<file path="src/rtl/vga_timing_pkg.sv">
// ---------------------------------------------------------------------------
// vga_timing_pkg
// Shared VGA timing constants (640x480@60 defaults), the counter width, and the
// packed layout of the registered output stage. The scan controller and the
// pixel divider import this package.
// ---------------------------------------------------------------------------
package vga_timing_pkg;

    localparam int unsigned CNT_W        = 16;

    localparam int unsigned H_ACTIVE_DEF = 640;
    localparam int unsigned H_FP_DEF     = 16;
    localparam int unsigned H_SYNC_DEF   = 96;
    localparam int unsigned H_BP_DEF     = 48;
    localparam int unsigned H_TOTAL_DEF  = H_ACTIVE_DEF + H_FP_DEF + H_SYNC_DEF + H_BP_DEF;

    localparam int unsigned V_ACTIVE_DEF = 480;
    localparam int unsigned V_FP_DEF     = 10;
    localparam int unsigned V_SYNC_DEF   = 2;
    localparam int unsigned V_BP_DEF     = 33;
    localparam int unsigned V_TOTAL_DEF  = V_ACTIVE_DEF + V_FP_DEF + V_SYNC_DEF + V_BP_DEF;

    // Everything that leaves the block towards the DAC, registered together
    // so that colour, DE and both syncs share one latency.
    typedef struct packed {
        logic [7:0] r;
        logic [7:0] g;
        logic [7:0] b;
        logic       de;
        logic       hs;
        logic       vs;
    } vga_out_t;

    // Half-open window test lo <= cnt < hi on unsigned counter values.
    function automatic logic in_window(input logic [CNT_W-1:0] cnt,
                                       input logic [CNT_W-1:0] lo,
                                       input logic [CNT_W-1:0] hi);
        return (cnt >= lo) && (cnt < hi);
    endfunction

endpackage : vga_timing_pkg

</file>
<file path="src/rtl/vga_pix_div.sv">
// ---------------------------------------------------------------------------
// vga_pix_div
// Pixel clock-enable generator. A counter runs 0..PIX_DIV-1 and wraps; pix_ce
// is high for the single clk in which the counter sits at PIX_DIV-1. With
// PIX_DIV=1 the counter never leaves 0, so pix_ce is permanently high.
// Ports:
//   clk    in   system clock
//   rst_n  in   asynchronous active-low reset
//   pix_ce out  one-clk pixel enable
// ---------------------------------------------------------------------------
module vga_pix_div
    import vga_timing_pkg::*;
#(
    parameter int unsigned PIX_DIV = 2
) (
    input  logic clk,
    input  logic rst_n,
    output logic pix_ce
);

    localparam logic [CNT_W-1:0] DIV_LAST = CNT_W'(PIX_DIV - 1);

    logic [CNT_W-1:0] div_q;
    logic [CNT_W-1:0] div_d;

    assign pix_ce = (div_q == DIV_LAST);

    always_comb begin
        div_d = pix_ce ? '0 : div_q + 1'b1;
    end

    always_ff @(posedge clk or negedge rst_n) begin
        if (!rst_n) begin
            div_q <= '0;
        end else begin
            div_q <= div_d;
        end
    end

endmodule : vga_pix_div

</file>
<file path="src/rtl/vga_scan_ctrl.sv">
// ---------------------------------------------------------------------------
// vga_scan_ctrl
// VGA raster scan controller. Horizontal/vertical counters advance on the
// pixel enable; (x,y) are presented to an external pixel source which returns
// a colour combinationally. The colour is blanked outside the active region
// and registered together with DE, HSYNC and VSYNC, so all DAC-side outputs
// lag (x,y) by exactly one pixel.
// Ports:
//   clk, rst_n            clock, asynchronous active-low reset
//   x, y                  current h/v count (zero-extended) to the pixel source
//   r_in, g_in, b_in      colour for (x,y), combinational from the source
//   vga_r/g/b             registered colour to the DAC
//   vga_hs, vga_vs        sync outputs, asserted level SYNC_ACT
//   vga_de                active-video flag aligned with the colour
//   line_tick             one-clk pulse on the last pixel of each line
//   vblank_tick           one-clk pulse on the last pixel of the last active line
// ---------------------------------------------------------------------------
module vga_scan_ctrl
    import vga_timing_pkg::*;
#(
    parameter int unsigned PIX_DIV  = 2,
    parameter int unsigned H_ACTIVE = H_ACTIVE_DEF,
    parameter int unsigned H_FP     = H_FP_DEF,
    parameter int unsigned H_SYNC   = H_SYNC_DEF,
    parameter int unsigned H_BP     = H_BP_DEF,
    parameter int unsigned V_ACTIVE = V_ACTIVE_DEF,
    parameter int unsigned V_FP     = V_FP_DEF,
    parameter int unsigned V_SYNC   = V_SYNC_DEF,
    parameter int unsigned V_BP     = V_BP_DEF,
    parameter bit          SYNC_ACT = 1'b0
) (
    input  logic        clk,
    input  logic        rst_n,
    output logic [15:0] x,
    output logic [15:0] y,
    input  logic [7:0]  r_in,
    input  logic [7:0]  g_in,
    input  logic [7:0]  b_in,
    output logic [7:0]  vga_r,
    output logic [7:0]  vga_g,
    output logic [7:0]  vga_b,
    output logic        vga_hs,
    output logic        vga_vs,
    output logic        vga_de,
    output logic        line_tick,
    output logic        vblank_tick
);

    localparam int unsigned H_TOTAL = H_ACTIVE + H_FP + H_SYNC + H_BP;
    localparam int unsigned V_TOTAL = V_ACTIVE + V_FP + V_SYNC + V_BP;

    localparam logic [CNT_W-1:0] H_LAST     = CNT_W'(H_TOTAL - 1);
    localparam logic [CNT_W-1:0] V_LAST     = CNT_W'(V_TOTAL - 1);
    localparam logic [CNT_W-1:0] H_ACT_END  = CNT_W'(H_ACTIVE);
    localparam logic [CNT_W-1:0] V_ACT_END  = CNT_W'(V_ACTIVE);
    localparam logic [CNT_W-1:0] V_ACT_LAST = CNT_W'(V_ACTIVE - 1);
    localparam logic [CNT_W-1:0] HS_BEG     = CNT_W'(H_ACTIVE + H_FP);
    localparam logic [CNT_W-1:0] HS_END     = CNT_W'(H_ACTIVE + H_FP + H_SYNC);
    localparam logic [CNT_W-1:0] VS_BEG     = CNT_W'(V_ACTIVE + V_FP);
    localparam logic [CNT_W-1:0] VS_END     = CNT_W'(V_ACTIVE + V_FP + V_SYNC);

    localparam vga_out_t OUT_RST = '{r: 8'h00, g: 8'h00, b: 8'h00,
                                     de: 1'b0, hs: ~SYNC_ACT, vs: ~SYNC_ACT};

    logic             pix_ce;
    logic             h_wrap;
    logic             active;
    logic [CNT_W-1:0] h_cnt_q, h_cnt_d;
    logic [CNT_W-1:0] v_cnt_q, v_cnt_d;
    vga_out_t         out_q, out_d;

    vga_pix_div #(
        .PIX_DIV (PIX_DIV)
    ) u_pix_div (
        .clk    (clk),
        .rst_n  (rst_n),
        .pix_ce (pix_ce)
    );

    // Last pixel of a line: both tick outputs are decoded from this so they
    // last exactly one clk (the pix_ce clk) and drop immediately on reset.
    assign h_wrap = pix_ce && (h_cnt_q == H_LAST);

    always_comb begin
        h_cnt_d = h_cnt_q;
        v_cnt_d = v_cnt_q;
        if (pix_ce) begin
            if (h_cnt_q == H_LAST) begin
                h_cnt_d = '0;
                v_cnt_d = (v_cnt_q == V_LAST) ? '0 : v_cnt_q + 1'b1;
            end else begin
                h_cnt_d = h_cnt_q + 1'b1;
            end
        end
    end

    always_ff @(posedge clk or negedge rst_n) begin
        if (!rst_n) begin
            h_cnt_q <= '0;
            v_cnt_q <= '0;
        end else begin
            h_cnt_q <= h_cnt_d;
            v_cnt_q <= v_cnt_d;
        end
    end

    assign active = (h_cnt_q < H_ACT_END) && (v_cnt_q < V_ACT_END);

    // Output stage: colour is forced to zero in blanking so that whatever the
    // pixel source returns there never reaches the DAC.
    always_comb begin
        out_d    = out_q;
        out_d.r  = active ? r_in : 8'h00;
        out_d.g  = active ? g_in : 8'h00;
        out_d.b  = active ? b_in : 8'h00;
        out_d.de = active;
        out_d.hs = in_window(h_cnt_q, HS_BEG, HS_END) ? SYNC_ACT : ~SYNC_ACT;
        out_d.vs = in_window(v_cnt_q, VS_BEG, VS_END) ? SYNC_ACT : ~SYNC_ACT;
    end

    always_ff @(posedge clk or negedge rst_n) begin
        if (!rst_n) begin
            out_q <= OUT_RST;
        end else if (pix_ce) begin
            out_q <= out_d;
        end
    end

    assign x           = h_cnt_q;
    assign y           = v_cnt_q;
    assign vga_r       = out_q.r;
    assign vga_g       = out_q.g;
    assign vga_b       = out_q.b;
    assign vga_de      = out_q.de;
    assign vga_hs      = out_q.hs;
    assign vga_vs      = out_q.vs;
    assign line_tick   = h_wrap;
    assign vblank_tick = h_wrap && (v_cnt_q == V_ACT_LAST);

endmodule : vga_scan_ctrl

</file>
<file path="config.mk">
export PLATFORM = sky130hd
export DESIGN_NAME = vga_scan_ctrl
export DESIGN_NICKNAME = d
export VERILOG_FILES = /design/src/rtl/vga_timing_pkg.sv /design/src/rtl/vga_pix_div.sv /design/src/rtl/vga_scan_ctrl.sv
export SDC_FILE = /design/constraint.sdc
export NUM_CORES = 1
export LEC_CHECK = 0
export ABC_AREA = 1
export CORE_MARGIN = 8
export CORE_UTILIZATION = 47
export DETAILED_ROUTE_END_ITERATION = 12
export GPL_TIMING_DRIVEN = 0
export PLACE_DENSITY = 0.79
export SKIP_LAST_GASP = 1
export SLEW_MARGIN = 20
export SYNTH_ARGS = -nofsm -noshare
export SYNTH_HDL_FRONTEND = slang
export SYNTH_SLANG_ARGS = --single-unit
export TNS_END_PERCENT = 1
</file>
<file path="constraint.sdc">
create_clock -name clk -period 1.4 [get_ports clk]
set_input_delay 0.21 -clock clk [delete_from_list [all_inputs] [get_ports clk]]
set_output_delay 0.21 -clock clk [all_outputs]
set_load 0.005 [all_outputs]
</file>
==> results.md <==
- HPWL after DPL: about 8.4 mm
- Crit path max fanout: 10
- CTS Sinks: 75
- R2R setup slack: -0.52 ns
- Worst path top cell family by delay: buffers and inverters
- Final ANT Viol Nets: 0
- Critical setup path kind: flip-flop to flip-flop
- Initial antenna violation count: 0
- Synthesized Nets: 594
- CTS H-tree depth: 3
- Yosys reg bits: 75
- # IOs: a little under 90
- Final period util: 1.37
- Most common cell after layout, fill and taps aside: nand2_1
- Die W: roughly 110 um
- Critical Path AT: about 2.2 ns
- GRT Residual Overflow: 0
- CP Launch Point: x[1]
- Routed wire length: ~12 mm
- Synth unique cells: 34
- CTS tree: done
- Post-synthesis cell area: between 4000 and 5000 um^2
- FF-to-FF End: y[9]
- CTS clk-pin slew, worst paths: around 0.09 ns
- Slowest CP cell: dfrtp_1
- Power Density: between 700 and 800 nW/um^2
- CP cell instances: ha_4 > nand3_4 > inv_4 > buf_4 > buf_4 > buf_4 > buf_4 > nand3_2 > nor2_4 > nand2_4 > buf_6 > nand2_1 > o21ai_1
- Fillers: 730
- Number of global-route vias before repair: approximately 4,300
- Final setup vio count: 126
- Worst reg-to-reg path cell count: 13
- Share of layout cells above drive strength 1: 0.182
- Fmax: ~520 MHz
- Die Ht: 111 um
- Synth Area in Adders: 0.0176
- # Max-Cap Violations: 0
- RSZ-0062 raised after global routing: true
- GRT Resource Usage Total: 0.191
- Cells after Synth: about 560
- Setup Skew: between 0.008 and 0.009 ns
- Hold WC Path Type: input port to async pin
- CP max stage delay: 0.41 ns
- Global-route wire length before repair: between 15 and 20 mm
- Final hold viol count: 0
- Yosys warnings: 0
- Worst rel slew slack: 0.666
- Buf/Inv on CP: 6
- Nets@finish: ~700
- Clock buffer depth: 2
- Buffers on Ports: 86
- R2r startpoint: x[1]
- Post-Place Setup Slack: -0.843 ns
- DR iter-0 viols: approximately 270
- Most Frequent Cell on Critical Path: buf_4
- CTS Root Cell: clkbuf_8
- Slew @ Worst Pin: about 0.50 ns
- WP data required: between 1.5 and 2 ns
- Die ar.: approximately 12,000 um^2
- Synthesized area per cell: between 7 and 8 um^2
- Min Tclk post-route: approximately 1.9 ns
- Post-Synth XOR/XNOR Area: 0.0453
- Most frequent cells in the layout: nand2_1 (169), clkdlybuf4s50_1 (83), dfrtp_1 (66)
- Detailed-route wire length per cell: around 15 um
- Pin count of the biggest net entering global routing: between 50 and 60
- Vias per cell: between 5 and 6
- CP endpoint: y[9]
- Peak VDD IR: approximately 0.38 mV
- Compound-Gate Fraction of Synth Area: 0.0544
- Worst Setup End Kind: flip-flop
- Drt first pass iters: 5
- Register area share after synthesis: 0.442
- Total Power: between 4 and 5 mW
- Failing checks: setup timing
- Final GP Congestion: about 0.9
- Routed vias: around 4,200
- Core Box Area: between 8000 and 9000 um^2
- Critical path depth: 13
- CTS Buf Count: 9
- Largest family of logic cells by synthesized area: simple AND/OR/NAND/NOR gates
- Simple-gate share of the synthesized area: 0.365
- Clk Latency, worst-skew pair: ~0.36 ns
- Initial Util: 0.485
- Area Growth Syn to Fin: 36.8%
- Element type at the critical path start: flip-flop
- Static leakage: roughly 2.7 nW
- Antenna fix cells: 0
- Mux cell area share after synthesis: 0
- Status: complete, but fails checks
- DRC: 0
- Final Max Tran Viols: 0
- PnR worst setup slack: -0.515 ns
- Rows: 34
-- per-layer routing --
| metal | part of all wire | GRT usage | wire [um] |
|---|---|---|---|
| met2 | 0.50 | 0.328 | 5950 |
| met1 | 0.41 | 0.218 | 4920 |
| met3 | 0.069 | 0.0509 | 826 |
| met5 | 0 | 0 | 0 |
| met4 | 0.022 | 0.0871 | 260 |
-- worst min-delay path by stage --
stage / from / endpoint / slack [ns]
after floorplan: rst_n / u_pix_div.div_q[0] / -0.09
after global routing: rst_n / x[11] / 0.29
final: rst_n / u_pix_div.div_q[12] / 0.26
after CTS: rst_n / u_pix_div.div_q[12] / 0.27
after global placement: vga_hs / vga_hs / 0.46
after detailed placement: rst_n / u_pix_div.div_q[12] / 0.10
-- through the flow --
stage	util	setup TNS (ns)	std cells	hold slack, ns	cell area, um^2
after floorplan	-	-1.62	562	-0.0856	4270
after global placement	0.601	-194.05	756	0.458	5270
after detailed placement	0.604	-15.87	757	0.104	5290
after CTS	0.653	-30.06	792	0.266	5720
after global routing	0.664	-41.61	800	0.287	5820
final	0.664	-30.51	800	0.256	5820
-- cells in the mapped netlist --
library cell	n	area, um^2
a21oi_1	4	20.0
dfstp_2	2	52.6
dfrtp_1	73	1830
o21ai_0	21	105
buf_6	4	45.0
a21boi_0	1	7.51
o21bai_1	1	7.51
buf_4	3	22.5
clkbuf_1	3	11.3
inv_4	1	6.26
o21ai_1	3	15.0
nand3_2	11	110
nor3_1	5	25.0
inv_1	55	206
o21ai_2	8	70.1
nand2_1	177	664
nor4_1	1	6.26
a31oi_1	1	6.26
nor2b_1	1	6.26
ha_1	6	75.1
nor2_1	66	248
clkbuf_2	1	5.00
nand3_1	62	310
nor2_2	2	12.5
buf_2	3	15.0
nand3b_1	1	7.51
nand2_4	1	11.3
xnor2_1	2	17.5
inv_2	3	11.3
xor2_1	20	175
nand2_2	3	18.8
nor3b_1	1	7.51
nor2_4	5	56.3
nand4_1	11	68.8
-- worst register-to-register path, stage by stage (launching register included) --
cell and delay (ns):
dfrtp_1 0.41, ha_4 0.18, nand3_4 0.10, inv_4 0.10, buf_4 0.10, buf_4 0.09, buf_4 0.09, buf_4 0.12
nand3_2 0.08, nor2_4 0.15, nand2_4 0.10, buf_6 0.17, nand2_1 0.07, o21ai_1 0.06
-- sequential cells by signal, indices dropped and copies added (netlist names) --
register / flops
u_pix_div.div_q: 16
vga_b: 8
vga_de: 1
vga_g: 8
vga_hs: 1
vga_r: 8
vga_vs: 1
x: 16
y: 16
-- kinds of logic after synthesis --
logic type | count (synthesis)
adder cells (fa/ha/maj) | 6
buffers and inverters | 73
flip-flops | 75
XOR/XNOR | 22
AO/OA/AOI/OAI | 39
AND/OR/NAND/NOR | 347
-- cell type report --
class                           instances  area, um^2  area share
Multi-Input combinational cell        414        2180       0.374
Buffer                                 14         108      0.0185
Clock buffer                            9         124      0.0213
Sequential cell                        75        1890       0.324
Clock inverter                          7        76.3      0.0131
Tap cell                              108         135      0.0232
Inverter                               59         229      0.0393
Timing Repair Buffer                  114        1080       0.186
-- power by group --
part | internal [mW] | total (mW) | switching, mW
clock network | 0.836 | 1.75 | 0.910
logic | 0.147 | 0.242 | 0.0953
registers | 2.20 | 2.22 | 0.0204
total | 3.18 | 4.21 | 1.03
-- timing repair --
item                                    CTS  global route
endpoints found under the setup margin  124           130
pin swaps                                 7             7
cloned                                    0             0
gates resized for setup                  34            16
hold buffers                              1             0
hold endpoints to repair                 18             0
buffers inserted                         18             8
No activity file was read; power rests on OpenSTA's default activity.
